--- config.mk ---
export PLATFORM = sky130hd
export DESIGN_NAME = uart_tx_periph
export DESIGN_NICKNAME = d
export VERILOG_FILES = /design/src/rtl/uart_tx_periph.sv
export SDC_FILE = /design/constraint.sdc
export NUM_CORES = 1
export LEC_CHECK = 0
export ABC_AREA = 0
export CORE_UTILIZATION = 55
export DETAILED_ROUTE_END_ITERATION = 12
export DONT_BUFFER_PORTS = 1
export GPL_TIMING_DRIVEN = 0
export HOLD_SLACK_MARGIN = 0.02
export PLACE_DENSITY = 0.72
export SKIP_CTS_REPAIR_TIMING = 1
export SLEW_MARGIN = 15
export SYNTH_ARGS = -nofsm -noshare
export SYNTH_HDL_FRONTEND = slang
export SYNTH_SLANG_ARGS = --single-unit
--- constraint.sdc ---
create_clock -name clk -period 4.9 [get_ports clk]
set_input_delay 0.735 -clock clk [delete_from_list [all_inputs] [get_ports clk]]
set_output_delay 0.735 -clock clk [all_outputs]
set_load 0.005 [all_outputs]
--- src/rtl/uart_tx_periph.sv ---
// Memory-mapped 8N1 UART transmitter: TX FIFO, baud counter and serialiser FSM.
// Optional feature: define UART_PARITY_EN to add an even/odd parity bit (CTRL[3:2]).
module uart_tx_periph #(
  parameter int unsigned FIFO_DEPTH = 4,
  parameter int unsigned DIV_WIDTH  = 16,
  parameter int unsigned DIV_RESET  = 868
) (
  input  logic        clk,
  input  logic        reset,
  input  logic        ce,
  input  logic        wr_en,
  input  logic [3:0]  addr,
  input  logic [31:0] wdata,
  output logic [31:0] rdata,
  output logic        tx
);
  localparam int unsigned PtrW = (FIFO_DEPTH > 1) ? $clog2(FIFO_DEPTH) : 1;
  localparam int unsigned CntW = PtrW + 1;

`ifdef UART_PARITY_EN
  typedef enum logic [2:0] {StIdle, StStart, StData, StParity, StStop} state_e;
`else
  typedef enum logic [1:0] {StIdle, StStart, StData, StStop} state_e;
`endif

  state_e               state_q, state_d;
  logic [7:0]           mem_q [FIFO_DEPTH];
  logic [PtrW-1:0]      wptr_q, rptr_q;
  logic [CntW-1:0]      count_q;
  logic                 enable_q, overflow_q;
  logic [DIV_WIDTH-1:0] div_q, cur_div_q, baud_q;
  logic [2:0]           idx_q;
  logic [7:0]           shift_q;
  logic                 tx_q, tx_d, last_level;
  logic                 busy, pop, bit_end, fifo_empty, fifo_full;
  logic                 wr, wr_ctrl, wr_stat, wr_txd, wr_div, flush, push_ok;
  logic                 unused_bits;
`ifdef UART_PARITY_EN
  logic                 par_en_cfg_q, par_odd_cfg_q, par_en_q, par_bit_q;
`endif

  assign wr         = ce && wr_en;
  assign wr_ctrl    = wr && (addr[3:2] == 2'd0);
  assign wr_stat    = wr && (addr[3:2] == 2'd1);
  assign wr_txd     = wr && (addr[3:2] == 2'd2);
  assign wr_div     = wr && (addr[3:2] == 2'd3);
  assign flush      = wr_ctrl && wdata[1];
  assign fifo_empty = (count_q == '0);
  assign fifo_full  = (count_q == CntW'(FIFO_DEPTH));
  // A pop on the same edge frees a slot, so a push into a full FIFO still lands.
  assign push_ok    = wr_txd && !flush && (!fifo_full || pop);
  assign bit_end    = (state_q != StIdle) && (baud_q == cur_div_q - DIV_WIDTH'(1));
  assign tx         = tx_q;
  assign unused_bits = ^{addr[1:0], wdata};

`ifdef UART_PARITY_EN
  assign last_level = par_en_q ? par_bit_q : 1'b1;
`else
  assign last_level = 1'b1;
`endif

  always_ff @(posedge clk) begin
    if (reset) state_q <= StIdle;
    else       state_q <= state_d;
  end

  always_comb begin
    state_d = state_q;
    pop     = 1'b0;
    case (state_q)
      StIdle: begin
        if (enable_q && !fifo_empty) begin
          state_d = StStart;
          pop     = 1'b1;
        end
      end
      StStart: if (bit_end) state_d = StData;
      StData: begin
        if (bit_end && (idx_q == 3'd7)) begin
`ifdef UART_PARITY_EN
          state_d = par_en_q ? StParity : StStop;
`else
          state_d = StStop;
`endif
        end
      end
`ifdef UART_PARITY_EN
      StParity: if (bit_end) state_d = StStop;
`endif
      StStop: begin
        if (bit_end) begin
          if (enable_q && !fifo_empty) begin
            state_d = StStart;
            pop     = 1'b1;
          end else begin
            state_d = StIdle;
          end
        end
      end
      default: state_d = StIdle;
    endcase
  end

  always_comb begin
    busy = (state_q != StIdle);
    tx_d = tx_q;
    if (pop) begin
      tx_d = 1'b0;
    end else if (bit_end) begin
      case (state_q)
        StStart: tx_d = shift_q[0];
        StData:  tx_d = (idx_q == 3'd7) ? last_level : shift_q[idx_q + 3'd1];
        default: tx_d = 1'b1;
      endcase
    end
  end

  // Serialiser datapath; cur_div_q latches DIV per bit so writes land on a boundary.
  always_ff @(posedge clk) begin
    if (reset) begin
      tx_q      <= 1'b1;
      baud_q    <= '0;
      cur_div_q <= DIV_WIDTH'(DIV_RESET);
      idx_q     <= '0;
      shift_q   <= '0;
`ifdef UART_PARITY_EN
      par_en_q  <= 1'b0;
      par_bit_q <= 1'b0;
`endif
    end else begin
      tx_q <= tx_d;
      if (pop || bit_end) begin
        baud_q    <= '0;
        cur_div_q <= div_q;
      end else if (busy) begin
        baud_q <= baud_q + DIV_WIDTH'(1);
      end
      if (pop) begin
        idx_q     <= '0;
        shift_q   <= mem_q[rptr_q];
`ifdef UART_PARITY_EN
        par_en_q  <= par_en_cfg_q;
        par_bit_q <= (^mem_q[rptr_q]) ^ par_odd_cfg_q;
`endif
      end else if (bit_end && (state_q == StData)) begin
        idx_q <= idx_q + 3'd1;
      end
    end
  end

  always_ff @(posedge clk) begin
    if (push_ok) mem_q[wptr_q] <= wdata[7:0];
  end

  always_ff @(posedge clk) begin
    if (reset || flush) begin
      wptr_q  <= '0;
      rptr_q  <= '0;
      count_q <= '0;
    end else begin
      if (push_ok) wptr_q <= wptr_q + PtrW'(1);
      if (pop)     rptr_q <= rptr_q + PtrW'(1);
      count_q <= count_q + CntW'(push_ok) - CntW'(pop);
    end
  end

  always_ff @(posedge clk) begin
    if (reset) begin
      enable_q      <= 1'b0;
      overflow_q    <= 1'b0;
      div_q         <= DIV_WIDTH'(DIV_RESET);
`ifdef UART_PARITY_EN
      par_en_cfg_q  <= 1'b0;
      par_odd_cfg_q <= 1'b0;
`endif
    end else begin
      if (wr_ctrl) begin
        enable_q      <= wdata[0];
`ifdef UART_PARITY_EN
        par_en_cfg_q  <= wdata[2];
        par_odd_cfg_q <= wdata[3];
`endif
      end
      if (wr_div) begin
        div_q <= (wdata[DIV_WIDTH-1:0] == '0) ? DIV_WIDTH'(1) : wdata[DIV_WIDTH-1:0];
      end
      if (wr_txd && !flush && fifo_full && !pop) overflow_q <= 1'b1;
      else if (wr_stat && wdata[3])               overflow_q <= 1'b0;
    end
  end

  always_comb begin
    rdata = '0;
    case (addr[3:2])
      2'd0: begin
        rdata[0] = enable_q;
`ifdef UART_PARITY_EN
        rdata[3:2] = {par_odd_cfg_q, par_en_cfg_q};
`endif
      end
      2'd1:    rdata[8:0] = {5'(count_q), overflow_q, fifo_empty, fifo_full, busy};
      2'd2:    rdata = '0;
      default: rdata[DIV_WIDTH-1:0] = div_q;
    endcase
  end
endmodule
==> results.py, run 1 <==
metrics = {
    "detailed_routing": {
        "drc": 0,
        "vias": 3858,
        "viasPerCell": 5.73,
        "wirelength_microns": 11100,
        "drt_iter0_drc": 246,
        "firstDrtPassIters": 4,
        "postRouteAntennaNets": 0,
        "wl_per_cell_microns": 16.4,
    },
    "timing": {
        "clock_skew_ns": 0.0142,
        "min_period_ns": 4.34,
        "setup_viol": 0,
        "rsz0062_at_grt": "no",
        "post-route-period-util": 0.885,
        "drv_slew": 0,
        "worstMarginPinSlew_ns": 0.786,
        "max_freq_mhz": 231,
        "max_slew_margin": 0.476,
        "hold_viol": 0,
        "final.setup.tns_ns": 0,
    },
    "floorplan": {
        "die_h_microns": 99.1,
        "dieWidth_microns": 99.1,
        "die_area_sq_um": 9820,
        "rows": 35,
        "io_pins": 73,
        "start_util": 0.564,
        "core_area_sq_um": 9200,
    },
    "yosys": {
        "netlist_instances": 531,
        "ys_types": 59,
        "seq_area_frac_synth": 0.459,
        "syn_area_per_cell_sq_um": 9.77,
        "synth-main-ff-cell": "dfxtp_1",
        "ys_ff_latch": 103,
        "yosys_warnings": 0,
        "async_flop_share": 0,
        "synth_area_sq_um": 5190,
        "synth_edf_count": 32,
    },
    "power_and_ir_drop": {
        "powerDensity_nw_per_um2": 281,
        "leakage_nw": 2.05,
        "p_sw_frac": 0.254,
        "seq_power_share": 0.568,
        "p_switching_w": 0.000401,
        "power_frac_comb": 0.058,
        "clockPowerShare": 0.375,
        "p_int_w": 0.00118,
        "peakVddDrop_uv": 195,
    },
    "critical_path": {
        "crit_type": "flip-flop to flip-flop",
        "crit_buf_inv": 2,
        "endpoint_kind": "flip-flop",
        "crit_chain": "buf_6 -> or4_4 -> or3_4 -> or4_4 -> a221oi_2 -> nand4_2 -> o31a_1 -> nor3_1 -> o21bai_1 -> ha_1 -> inv_1 -> fa_1 -> xor2_1 -> xnor2_1 -> nor2_1",
        "crit_arrival_ns": 4.60,
        "cp_slowest_stage_delay_ns": 0.54,
        "cp.required_ns": 5.17,
        "cp_slowest_cell": "or4_4",
        "start_kind": "flip-flop",
        "path_delay_family": "simple AND/OR/NAND/NOR gates",
        "path_common_cell": "or4_4",
        "worstPathMaxFanout": 7,
    },
    "layout": {
        "stdcell_count": 673,
        "areaGrowthSynthToFinish_pct": 8.08,
        "fill_cells": 792,
        "mostFrequentLayoutCells": "dfxtp_1 (71), nand2_1 (59), nor2_1 (53)",
        "drive_gt1_frac": 0.101,
        "final_common_cell": "dfxtp_1",
        "n_antenna_cell": 0,
        "nets": 611,
    },
    "clock_tree": {
        "clk_path_buf_depth": 2,
        "htree_levels": 3,
        "root_buffer": "clkbuf_8",
        "cts_tree": "built",
        "clock_latency_ns": 0.38,
        "cts_buffers": 9,
        "cts.sinks": 103,
        "path_clk_slew_ns": 0.11,
    },
    "global_route": {
        "grtUsageTotal": 0.241,
        "grt_max_degree": 22,
        "grt_pass1_vias": 3753,
        "grt_pass1_wl_microns": 18400,
        "gr-total-overflow": 0,
        "antenna_found_initial": 0,
    },
    "place": {
        "place.gp.congestion": 0.900,
        "hpwlAfterDp_microns": 8230,
        "numPlacedInstances": 657,
        "port_buffers": 0,
    },
    "run_status": {
        "status": "complete, no violations",
    },
    "worst_hold_path": {
        "hp-class": "input port to flip-flop",
    },
    "job": {
        "maxCapViolations": 0,
    },
}
power by group through the flow:
stage	combinational (W)	sequential [W]	clock (W)
2_1_floorplan	0.0000713	0.000912	0
3_3_place_gp	0.0000871	0.000915	0
3_5_place_dp	0.0000902	0.000915	0
4_1_cts	0.0000903	0.000896	0.000600
5_1_grt	0.000102	0.000897	0.000636
6_report	0.0000912	0.000896	0.000591
cell type report:
type / instances / area [sq um] / area share
Buffer: 41 / 225 / 0.0402
Clock buffer: 9 / 124 / 0.0221
Inverter: 14 / 52.6 / 0.00937
Sequential cell: 103 / 2380 / 0.425
Clock inverter: 7 / 100 / 0.0179
Multi-Input combinational cell: 388 / 2580 / 0.461
Tap cell: 111 / 139 / 0.0248
final timing paths:
path,endpoint,start,depth (start not counted),slack [ns]
setup / recovery,count_q[2],cur_div_q[5],15,0.56
hold / removal,mem_q[3][7],wdata[7],0,0.44
setup reg to reg,count_q[2],cur_div_q[5],15,0.56
hold reg to reg,div_q[15],div_q[15],2,0.48
synthesized netlist by cell type, drive strengths merged (2+ instances only):
cell type / count / share of area
a21oi: 22 / 0.021
a221oi: 2 / 0.0046
a31oi: 3 / 0.0036
and2: 8 / 0.0096
and3: 10 / 0.012
and3b: 2 / 0.0034
buf: 20 / 0.028
clkbuf: 21 / 0.015
dfxtp: 71 / 0.27
edfxtp: 32 / 0.19
ha: 13 / 0.031
inv: 14 / 0.010
mux2i: 28 / 0.054
mux4: 10 / 0.043
nand2: 60 / 0.044
nand3: 25 / 0.024
nand3b: 2 / 0.0029
nand4: 8 / 0.011
nand4b: 2 / 0.0034
nor2: 53 / 0.038
nor2b: 6 / 0.0072
nor3: 12 / 0.012
nor3b: 5 / 0.0072
nor4: 9 / 0.011
o21ai: 17 / 0.016
o21bai: 2 / 0.0029
o22ai: 2 / 0.0024
o31ai: 6 / 0.0096
or2: 2 / 0.0024
or3b: 2 / 0.0034
or4: 6 / 0.010
xnor2: 18 / 0.030
xor2: 20 / 0.034
per-layer routing:
| metal | track usage | vias to the layer above | share of wire |
|---|---|---|---|
| met5 | 0 | - | 0 |
| met4 | 0.0837 | 0 | 0.019 |
| met3 | 0.0422 | 15 | 0.054 |
| met2 | 0.386 | 100 | 0.46 |
| met1 | 0.334 | 1830 | 0.47 |
| li1 | - | 1913 | - |
per-stage QoR:
| step | area [sq um] | power (W) | hold WS, ns | setup WS [ns] | utilization |
|---|---|---|---|---|---|
| floorplan | 5240 | 0.000983 | 0.445 | 0.881 | - |
| global placement | 5380 | 0.00100 | 0.462 | 0.662 | 0.585 |
| detailed placement | 5380 | 0.00101 | 0.464 | 0.584 | 0.585 |
| CTS | 5610 | 0.00159 | 0.425 | 0.559 | 0.610 |
| global route | 5610 | 0.00164 | 0.421 | 0.316 | 0.610 |
| finish | 5610 | 0.00158 | 0.442 | 0.565 | 0.610 |
sequential cells by signal (all words and copies together) (netlist names), 3 cells and up:
name and cells:
baud_q 16, count_q 3, cur_div_q 16, div_q 16, idx_q 3, mem_q 32
shift_q 8
cells by family after synthesis:
kind of cell / share of synthesized area
muxes: 0.0996
and+or+nand+nor: 0.206
xor gates and xnor gates: 0.0642
buffers and inverters: 0.0535
other: 0.000723
AOI/OAI and AO/OA: 0.0820
adders and majority gates: 0.0352
DFF: 0.459
No activity file was read; power rests on OpenSTA's default activity.
==> run 2: changes to the inputs <==
ABC_AREA = 1   (was 0)
CAP_MARGIN = 20   (was default)
CTS_BUF_LIST = sky130_fd_sc_hd__clkbuf_8 sky130_fd_sc_hd__clkbuf_16   (was default)
==> run 2 against run 1 <==
Against the previous run:
- clock-buffer cell count unchanged
- worst setup slack improved by 1.0 ns
- register-to-register slack gained 1.0 ns
- synthesized area increased by 1.1%
- worst hold slack gained 0.0093 ns
- highest routed layer unchanged
==> results.py, run 2 <==
metrics = {
    "clock_tree": {
        "clock_latency_ns": 0.37,
        "htree_levels": 3,
        "root_buffer": "clkbuf_8",
        "cts.sinks": 103,
        "clk_path_buf_depth": 2,
        "cts_buffers": 9,
        "path_clk_slew_ns": 0.11,
        "cts_tree": "built",
    },
    "worst_hold_path": {
        "hp-class": "input port to flip-flop",
    },
    "yosys": {
        "ys_ff_latch": 103,
        "yosys_warnings": 0,
        "async_flop_share": 0,
        "syn_area_per_cell_sq_um": 7.71,
        "synth_edf_count": 32,
        "ys_types": 39,
        "synth.most_common_cell": "nand2_1",
        "synth_area_sq_um": 5240,
        "yosysTopAreaCell": "dfxtp_1",
        "synth_area_leaders": "dfxtp_1 (27%), edfxtp_1 (18%), nand2_1 (8.9%), nor2_1 (8.8%), inv_1 (5.5%)",
        "synth_top_area_share": 0.271,
        "synth-main-ff-cell": "dfxtp_1",
        "ys_top_cells_by_count": "nand2_1 (125), nor2_1 (123), inv_1 (77)",
        "seq_area_frac_synth": 0.454,
        "netlist_instances": 680,
    },
    "critical_path": {
        "endpoint_kind": "flip-flop",
        "crit_arrival_ns": 3.55,
        "start_kind": "flip-flop",
        "worstPathMaxFanout": 7,
        "cp.required_ns": 5.13,
        "crit_type": "flip-flop to flip-flop",
    },
    "timing": {
        "post-route-period-util": 0.679,
        "worstMarginPinSlew_ns": 0.797,
        "rsz0062_at_grt": "no",
        "final.setup.tns_ns": 0,
        "drv_slew": 0,
        "max_slew_margin": 0.467,
        "min_period_ns": 3.33,
        "clock_skew_ns": 0.0154,
        "max_freq_mhz": 301,
        "hold_viol": 0,
        "hold_ws_ns": 0.452,
        "setup_viol": 0,
    },
    "floorplan": {
        "die_h_microns": 99.6,
        "die_area_sq_um": 9930,
        "core_area_sq_um": 9240,
        "rows": 35,
        "dieWidth_microns": 99.6,
        "start_util": 0.567,
        "io_pins": 73,
    },
    "place": {
        "port_buffers": 0,
        "hpwlAfterDp_microns": 8790,
        "place.gp.congestion": 0.892,
    },
    "detailed_routing": {
        "route.met2.wl_microns": 5210,
        "vias": 4384,
        "drt_iter0_drc": 251,
        "wl_per_cell_microns": 13.7,
        "viasPerCell": 5.22,
        "postRouteAntennaNets": 0,
        "firstDrtPassIters": 5,
        "top_layer_used": "met4",
        "wirelength_microns": 11500,
        "wl_met3_microns": 704,
        "drc": 0,
        "m1WireLength_microns": 5450,
    },
    "global_route": {
        "antenna_found_initial": 0,
        "grt_max_degree": 19,
        "gr-total-overflow": 0,
        "grt_pass1_wl_microns": 19500,
        "grt_pass1_vias": 4184,
        "grtUsageTotal": 0.251,
    },
    "power_and_ir_drop": {
        "leakage_nw": 2.40,
        "powerDensity_nw_per_um2": 291,
        "peakVddDrop_uv": 205,
        "power.total_w": 0.00164,
    },
    "layout": {
        "areaGrowthSynthToFinish_pct": 7.57,
        "largest_reg_flops": 32,
        "drive_gt1_frac": 0.0802,
        "top_register": "mem_q",
        "nets": 760,
        "n_antenna_cell": 0,
        "final_common_cell": "nand2_1",
        "mostFrequentLayoutCells": "nand2_1 (125), nor2_1 (123), inv_1 (77)",
    },
    "run_status": {
        "status": "complete, no violations",
    },
    "job": {
        "maxCapViolations": 0,
    },
}
-- run 2: changes by cell type in the layout (fill, tap and decap cells not counted), moves of 9 or more --
cell / previous run / this run
nor2_1: 53 / 123
inv_1: 14 / 77
and3_1: 10 / 1
mux4_2: 10 / 0
mux2i_1: 28 / 0
xnor2_1: 18 / 4
nand2_1: 59 / 125
o21ai_0: 16 / 51
-- run 2: stage by stage --
stage | instance area (sq um) | utilization | instances | setup slack (ns)
floorplan | 5300 | - | 695 | 2.04
global placement | 5460 | 0.591 | 824 | 1.66
detailed placement | 5460 | 0.591 | 824 | 1.61
CTS | 5640 | 0.610 | 840 | 1.58
global route | 5640 | 0.610 | 840 | 1.24
finish | 5640 | 0.610 | 840 | 1.57
-- run 2: path summary, 6_finish.rpt --
path           startpoint          end  slack, ns  depth (start not counted)
max          cur_div_q[0]   count_q[2]       1.57                         24
min              wdata[7]  mem_q[2][7]       0.45                          0
max reg2reg  cur_div_q[0]   count_q[2]       1.57                         24
min reg2reg    shift_q[5]   shift_q[5]       0.47                          2
-- run 2: layout make-up --
cell class	instances	area, sq um
Buffer	36	218
Clock buffer	9	124
Clock inverter	7	55.1
Fill cell	805	3600
Inverter	80	300
Multi-Input combinational cell	476	2400
Sequential cell	103	2380
Tap cell	129	161
-- run 2: worst max-delay path: stages (launching register included) --
cell and delay (ns):
dfxtp_1 0.34, inv_1 0.11, ha_1 0.22, nand2_1 0.15
nor2_4 0.21, nand3_1 0.10, nand2_1 0.09, nand2_1 0.06
nor2_1 0.08, nand2_1 0.07, nor2_2 0.16, nand3_2 0.11
nand2_4 0.12, nand2_4 0.07, nand2_1 0.15, nand2_2 0.12
inv_2 0.10, nand2_1 0.04, o21ai_1 0.07, ha_1 0.15
inv_1 0.04, fa_1 0.37, xor2_1 0.17, inv_1 0.05
nor2_1 0.04
-- run 2: kinds of logic (layout without fill, tap and decap cells) --
kind of cell	after synthesis	after routing	synth area share
fa+ha+maj	14	14	0.0348
simple gates	315	315	0.254
flops	103	103	0.454
other cells	1	16	0.000715
xor+xnor	23	23	0.0384
compound gates	108	108	0.118
buf+inv	116	132	0.0988
-- run 2: power by group --
group / total [W] / internal, W / switching (W) / leakage, nW
clock network: 0.000507 / 0.000192 / 0.000315 / 0.0935
logic: 0.000211 / 0.0000741 / 0.000137 / 1.44
registers: 0.000925 / 0.000901 / 0.0000234 / 0.862
total: 0.00164 / 0.00117 / 0.000476 / 2.40
-- run 2: per-layer routing --
layer | GRT usage | vias up
li1 | - | 2222
met1 | 0.342 | 2015
met2 | 0.408 | 133
met3 | 0.0344 | 14
met4 | 0.0939 | 0
met5 | 0 | -
